File: config.mk
export PLATFORM = sky130hd
export DESIGN_NAME = serial_multi_adder
export DESIGN_NICKNAME = d
export VERILOG_FILES = /design/src/rtl/serial_multi_adder.sv
export SDC_FILE = /design/constraint.sdc
export NUM_CORES = 1
export LEC_CHECK = 0
export ABC_AREA = 1
export ABC_CLOCK_PERIOD_IN_PS = 10500
export CAP_MARGIN = 0
export CORE_MARGIN = 1
export CORE_UTILIZATION = 57
export DETAILED_ROUTE_END_ITERATION = 10
export PLACE_DENSITY = 0.89
export REMOVE_ABC_BUFFERS = 1
export SLEW_MARGIN = 20
export SYNTH_ARGS = -nofsm -noshare
export SYNTH_HDL_FRONTEND = slang
export SYNTH_SLANG_ARGS = --single-unit
export TNS_END_PERCENT = 20
File: constraint.sdc
create_clock -name CLK -period 10.5 [get_ports CLK]
set_clock_uncertainty 0.15 [all_clocks]
set_input_delay 2.1 -clock CLK [delete_from_list [all_inputs] [get_ports CLK]]
set_output_delay 2.1 -clock CLK [all_outputs]
set_load 0.03 [all_outputs]
File: src/rtl/serial_multi_adder.sv
//------------------------------------------------------------------------------
// Module      : serial_multi_adder
// Description : Bit-serial multi-operand adder. N_OPS operands of WIDTH bits
//               are captured on start and summed LSB-first, one result bit per
//               enabled clock, with a multi-bit carry register. The full
//               SUM_W-bit sum is presented in parallel with a one-cycle done
//               pulse.
//
// Ports       : CLK     - system clock, rising edge
//               RESET   - asynchronous, active-high reset
//               CE      - clock enable; all state holds while low
//               start   - request a new addition (honoured in IDLE or DONE)
//               ops_in  - operand k at bits [k*WIDTH +: WIDTH]
//               busy    - high while the serial addition is running
//               done    - one-cycle pulse, sum valid
//               sum     - result; holds until the next addition completes
//               bit_idx - bit position currently being processed (debug)
//
// Options     : SERIAL_ADD_SIGNED_EN - when defined, operands are two's
//               complement and are sign-extended beyond WIDTH; otherwise they
//               are zero-extended (unsigned).
//
// Revision    : 1.0 - initial parametrised release
//------------------------------------------------------------------------------
`default_nettype none

module serial_multi_adder #(
  parameter int N_OPS = 3,
  parameter int WIDTH = 32,
  localparam int SUM_W = WIDTH + $clog2(N_OPS),
  localparam int CW    = ($clog2(N_OPS) < 1) ? 1 : $clog2(N_OPS),
  localparam int IW    = $clog2(SUM_W)
) (
  input  logic                   CLK,
  input  logic                   RESET,
  input  logic                   CE,
  input  logic                   start,
  input  logic [N_OPS*WIDTH-1:0] ops_in,
  output logic                   busy,
  output logic                   done,
  output logic [SUM_W-1:0]       sum,
  output logic [IW-1:0]          bit_idx
);

  // Column sum width: N_OPS operand bits plus a carry of at most N_OPS-1
  // never exceeds 2*N_OPS-1, which fits in CW+1 bits.
  localparam int            SW       = CW + 1;
  localparam logic [IW-1:0] LAST_IDX = IW'(SUM_W - 1);

  typedef enum logic [1:0] {
    ST_IDLE = 2'd0,
    ST_RUN  = 2'd1,
    ST_DONE = 2'd2
  } state_t;

  state_t             r_state;
  logic [WIDTH-1:0]   r_ops [N_OPS];
  logic [CW-1:0]      r_carry;
  logic [SUM_W-1:0]   r_acc;
  logic [SUM_W-1:0]   r_sum;
  logic [IW-1:0]      r_idx;
  logic               r_busy;
  logic               r_done;

  logic [SW-1:0]      w_s;
  logic [N_OPS-1:0]   w_fill;

  // Sum of the current operand LSBs plus the running carry.
  always_comb begin
    w_s = {1'b0, r_carry};
    for (int k = 0; k < N_OPS; k++) begin
      w_s = w_s + {{CW{1'b0}}, r_ops[k][0]};
    end
  end

  // Bit shifted into each operand's MSB once its own bits are consumed.
  // Replicating the MSB keeps feeding the sign bit indefinitely.
  always_comb begin
    w_fill = '0;
    for (int k = 0; k < N_OPS; k++) begin
`ifdef SERIAL_ADD_SIGNED_EN
      w_fill[k] = r_ops[k][WIDTH-1];
`else
      w_fill[k] = 1'b0;
`endif
    end
  end

  always_ff @(posedge CLK or posedge RESET) begin
    if (RESET) begin
      r_state <= ST_IDLE;
      for (int k = 0; k < N_OPS; k++) begin
        r_ops[k] <= '0;
      end
      r_carry <= '0;
      r_acc   <= '0;
      r_sum   <= '0;
      r_idx   <= '0;
      r_busy  <= 1'b0;
      r_done  <= 1'b0;
    end else if (CE) begin
      case (r_state)
        // DONE accepts a new start exactly like IDLE, giving back-to-back
        // operation without an idle bubble.
        ST_IDLE, ST_DONE: begin
          r_done  <= 1'b0;
          r_busy  <= 1'b0;
          r_state <= ST_IDLE;
          if (start) begin
            for (int k = 0; k < N_OPS; k++) begin
              r_ops[k] <= ops_in[k*WIDTH +: WIDTH];
            end
            r_carry <= '0;
            r_idx   <= '0;
            r_busy  <= 1'b1;
            r_state <= ST_RUN;
          end
        end

        ST_RUN: begin
          for (int k = 0; k < N_OPS; k++) begin
            r_ops[k] <= {w_fill[k], r_ops[k][WIDTH-1:1]};
          end
          r_carry <= w_s[SW-1:1];
          // Result bits enter from the MSB side so that after SUM_W shifts
          // the first (LSB) result bit sits at position 0.
          r_acc   <= {w_s[0], r_acc[SUM_W-1:1]};
          r_idx   <= r_idx + IW'(1);
          if (r_idx == LAST_IDX) begin
            // Only the final edge touches the visible sum, so it stays stable
            // while the next addition is in progress.
            r_sum   <= {w_s[0], r_acc[SUM_W-1:1]};
            r_busy  <= 1'b0;
            r_done  <= 1'b1;
            r_state <= ST_DONE;
          end
        end

        default: begin
          r_busy  <= 1'b0;
          r_done  <= 1'b0;
          r_state <= ST_IDLE;
        end
      endcase
    end
  end

  assign busy    = r_busy;
  assign done    = r_done;
  assign sum     = r_sum;
  assign bit_idx = r_idx;

endmodule

`default_nettype wire
# --- Word-level counts from Yosys, hierarchy flattened ---
# Cells that the tools add are included.
# Widths: inputs -> output; s select.
classes:
  addsub: 4
  eq_ne: 5
  n_mux: 14
  n_reduce_logical: 7
op_table:
  columns: ["operator", "count"]
  rows:
  - ["$pmux 96 s2", 1]
  - ["$mux 96", 1]
  - ["$pmux 6 s2", 1]
  - ["$pmux 2 s2", 2]
  - ["$add 3x1->3", 2]
  - ["$add 6x1->6 const B", 1]
  - ["$eq 6x6->1 const B", 1]
  - ["$mux 6", 1]
  - ["$reduce_and 3->1", 2]
  - ["$mux 1", 5]
  - ["$mux 2", 2]
  - ["$ne 2x2->1 const B", 2]
  - ["$reduce_and 2->1", 2]
  - ["$add 2x1->3", 1]
  - ["$eq 2x1->1 const B", 1]
  - ["$eq 2x2->1 const B", 1]
  - ["$logic_not 2->1", 1]
  - ["$pmux 1 s2", 1]
  - ["$reduce_bool 2->1", 1]
  - ["$reduce_or 2->1", 1]
totals:
  regBits: 176
  output_inout_bits: 42
  elab_cells: 40

# --- Depth between registers and ports, before layout ---
depth:
  ltp_word: 4
  depth_mapped: 9
  depth_no_buf: 9

# --- Worst setup path after synthesis ---
# No wires, ideal clock.
synth_path:
  kind: "in2reg"
  startpoint: "in CE"
  endpoint: "reg r_sum[1], in the netlist sum[1]"
  t_arrival_ns: 2.772
  setup_slack_ns: 7.457
  cell_stages: 7
  n_path_buf: 2
  cell_sequence: "nand3_4 -> inv_4 -> nand2_2 -> buf_6 -> buf_6 -> nand2_1 -> o21ai_1"
synth_between:
  elab_chain_len: 1
synth_rtl:
  columns: ["element", "line", "source"]
  rows:
  - ["start, declared", "36", "input logic CE,"]
  - ["$reduce_and 3->1 (no line)", null, null]
  - ["end signal, assigned", "132", "r_sum <= {w_s[0], r_acc[SUM_W-1:1]};"]
  - ["end, declared", "60", "logic [SUM_W-1:0] r_sum;"]
# No other way between the ends.
# A chain may end at the register's enable or synchronous reset.

# --- Worst setup path in the final report ---
layout_path:
  startpoint: "in CE"
  endpoint: "reg r_ops[57] (netlist bit)"
layout_between:
  elab_chain_len: 1
layout_rtl:
  columns: ["element", "line", "source"]
  rows:
  - ["$reduce_and 3->1 (no line)", null, null]
  - ["end signal, assigned by index", "111", "r_ops[k] <= ops_in[k*WIDTH +: WIDTH];"]
  - ["end signal, assigned by index", "122", "r_ops[k] <= {w_fill[k], r_ops[k][WIDTH-1:1]};"]
  - ["end, declared", "57", "logic [WIDTH-1:0] r_ops [N_OPS];"]
# No other way between the ends.

==> summary.md <==
| Metric | Value |
|---|---|
| Status | `completed` |
| Fin crit share | `48.2%` |
| Worst hold path depth | `2` |
| Worst-path fanout max | `roughly 140` |
| Count of unique library cells instantiated by Yosys | `22` |
| Pin count of the biggest net entering global routing | `between 100 and 150` |
| H-tree levels | `4` |
| Yosys reg bits | `174` |
| Footprint of the multi-input gates | `2640 um^2` |
| CTS Buf Count | `17` |
| Clock power frac | `27.9%` |
| Fillers | `984` |
| CTS root buf | `clkbuf_16` |
| Final setup fails | `0` |
| Clock transition at the registers of the reported paths | `0.06 ns` |
| Post-layout min period | `approximately 5 ns` |
| Total Wirelength | `15400 um` |
| Crit path required time | `approximately 11 ns` |
| Power per cell area | `229 nW/um^2` |
| Setup TNS | `0 ns` |
| First-pass GRT wire length | `26500 um` |
| Final std cells w/o fill | `1227` |
| Final Hold Viols | `0` |
| Die ar. | `14200 um^2` |
| Vias per cell | `between 5 and 6` |
| Vias in the first global route | `roughly 5800` |
| Crit end category | `flip-flop` |
| Worst-Margin Slew | `1.07 ns` |
| CTS tree | `done` |
| DR vias | `6254` |
| Starting DRT DRC Count | `446` |
| Nets | `1143` |
| Slew HR | `28.3%` |
| Die X | `119 um` |
| Mapped cell area | `7800 um^2` |
| Post-DP HPWL | `~10000 um` |
| Post-CTS resize count | `0` |
| Total gr overflow | `0` |
| Critical path's largest stage delay | `~0.9 ns` |
| Reg power frac | `between 40% and 50%` |
| Logic pwr share | `28.9%` |
| Post-CTS Setup Bufs | `0` |
| Seq. cell area | `4350 um^2` |
| Worst-path cell chain | `clkdlybuf4s50_1 > nand3_4 > nand2_4 > buf_4 > o21ai_0` |
| Critical Path AT | `5.17 ns` |
| F_max | `197 MHz` |
| Antenna diode count | `0` |
| # rows | `42` |
| Total GRT Usage | `a little under a quarter` |
| Dpl cell area | `9160 um^2` |
| Crit Path Class | `in2reg` |
| Net Sw Frac | `33.9%` |
| Drt first pass iters | `5` |
| Final Instance Area | `between 9000 and 10000 um^2` |
| Cell internal pwr | `around 0.0015 W` |
| Startpoint types | `input port` |
| Routed Antenna Nets | `0` |
| Leakage | `between 4 and 5 nW` |
| Mapped Cells | `929` |
| Wire per inst | `12.5 um` |
| VDD IR max | `between 0.1 and 0.15 mV` |
| # hold bufs at CTS | `0` |
| YS warnings | `0` |
| CTS Sinks | `174` |
| Synth area leader | `dfrtp_1` |
| Psw | `0.000757 W` |
| Avg Cell Area, Syn | `8.40 um^2` |
| Worst path slowest cell | `buf_4` |
| Share of layout cells above drive strength 1 | `5.61%` |
| Clk Latency, worst-skew pair | `approximately 0.42 ns` |
| Die Ht | `around 120 um` |
| Port bufs | `141` |
| Core area | `between 10000 and 15000 um^2` |
| Final RePlAce weighted congestion | `0.805` |
| Sequential share of the synthesized area | `55.8%` |
| Initial core utilization | `58.7%` |
| Antenna violations before repair | `0` |
| Final core utilization | `73.4%` |
| Max-Cap Viols | `0` |
| Synth top area share | `55.8%` |
| Area growth, synth to finish | `25.1%` |
| DR DRC count | `0` |
| R2r worst-path depth | `5` |
| RSZ-0062 raised after global routing | `no` |
| Hold Path Class | `reg2reg` |
| I/O pin cnt | `142` |
| Max-slew violations | `0` |
| Clock Path Buffers | `2` |
| Placed insts | `~1200` |
| Synth area leaders | `dfrtp_1 (56%), nand2_1 (13%), o21ai_0 (13%)` |
[final timing paths]
| kind | from | end | slack (ns) |
|---|---|---|---|
| min reg2reg | sum[7]$_DFFE_PP0P_ | sum[7]$_DFFE_PP0P_ | 0.33 |
| max reg2reg | done$_DFFE_PP0P_ | r_ops[57]$_DFFE_PP0P_ | 7.19 |
| min in group asynchronous | RESET | r_acc[20]$_DFFE_PP0P_ | 2.08 |
| min | sum[7]$_DFFE_PP0P_ | sum[7]$_DFFE_PP0P_ | 0.33 |
| max | CE | r_ops[57]$_DFFE_PP0P_ | 5.43 |
| max in group asynchronous | RESET | r_ops[75]$_DFFE_PP0P_ | 6.67 |
[area by class of cell]
| class | count | area share (%) |
|---|---|---|
| Inverter | 132 | 5.15 |
| Timing Repair Buffer | 145 | 14.8 |
| Sequential cell | 174 | 44.6 |
| Clock buffer | 21 | 4.92 |
| Multi-Input combinational cell | 568 | 27.1 |
| Tap cell | 176 | 2.26 |
| Clock inverter | 11 | 1.17 |
[synthesized netlist by cell type]
cell	count
nand2_1	273
o21ai_0	203
dfrtp_1	174
inv_1	131
o21ai_1	34
clkbuf_1	20
buf_2	19
nand3_1	15
o21ai_2	15
nor2_1	12
buf_4	9
buf_6	7
a21oi_1	4
ha_1	3
fa_1	2
nand3_4	2
inv_4	1
nand2_2	1
nand2_4	1
nor2_2	1
o22ai_1	1
xor2_1	1
[registers in the layout, indices dropped and copies added (netlist names)]
name,flops
bit_idx,6
busy,1
done,1
r_acc,33
r_carry,2
r_ops,96
r_state,1
sum,34
[per-stage QoR]
step           worst slack [ns]  hold slack (ns)  total power [W]
3_3_place_gp               5.15            0.315          0.00156
4_1_cts                    5.43            0.334          0.00225
3_5_place_dp               5.00            0.317          0.00161
2_1_floorplan              3.53            0.303          0.00143
5_1_grt                    5.08            0.356          0.00240
6_report                   5.43            0.328          0.00223
[critical path: cells and delay by family]
family                 cells  cell delay, ns
AO/OA/AOI/OAI              1            0.21
buffers and inverters      2            1.52
AND/OR/NAND/NOR            2            1.26
[power groups by stage]
stage	Clock [W]	Sequential, W	Combinational, W
3_5_place_dp	0	0.000974	0.000637
5_1_grt	0.000665	0.000986	0.000753
3_3_place_gp	0	0.000961	0.000603
4_1_cts	0.000633	0.000965	0.000651
2_1_floorplan	0	0.000963	0.000467
6_report	0.000624	0.000965	0.000646
[placed cells by master, fill, tap and decap left out]
master	Yosys	final
a21oi_1	4	4
buf_4	9	3
buf_6	7	1
bufinv_16	0	2
clkbuf_16	0	17
clkbuf_8	0	4
clkdlybuf4s50_1	0	141
clkinv_2	0	6
clkinv_4	0	1
clkinvlp_4	0	2
dfrtp_1	174	174
fa_1	2	2
ha_1	3	3
inv_1	131	130
inv_4	1	1
inv_6	0	1
nand2_1	273	272
nand2_2	1	1
nand2_4	1	2
nand3_1	15	15
nand3_4	2	2
nor2_1	12	12
nor2_2	1	1
o21ai_0	203	203
o21ai_1	34	34
o21ai_2	15	15
o22ai_1	1	1
xor2_1	1	1
[routing by layer]
metal	up-vias	global-route usage [%]	wire length (um)
met2	192	38.0	7450
met5	-	0	0
met1	2896	32.1	6940
met3	28	4.60	742
li1	3138	-	-
met4	0	8.47	267
[cell families after synthesis]
logic type / Yosys count / share of synthesized area, %
AOI/OAI and AO/OA: 257 / 17.2
xor gates and xnor gates: 1 / 0.112
adders and majority gates: 5 / 0.994
buffers and inverters: 187 / 10.4
DFF: 174 / 55.8
and+or+nand+nor: 305 / 15.4
Note: power is estimated with default switching activity, not from simulation.
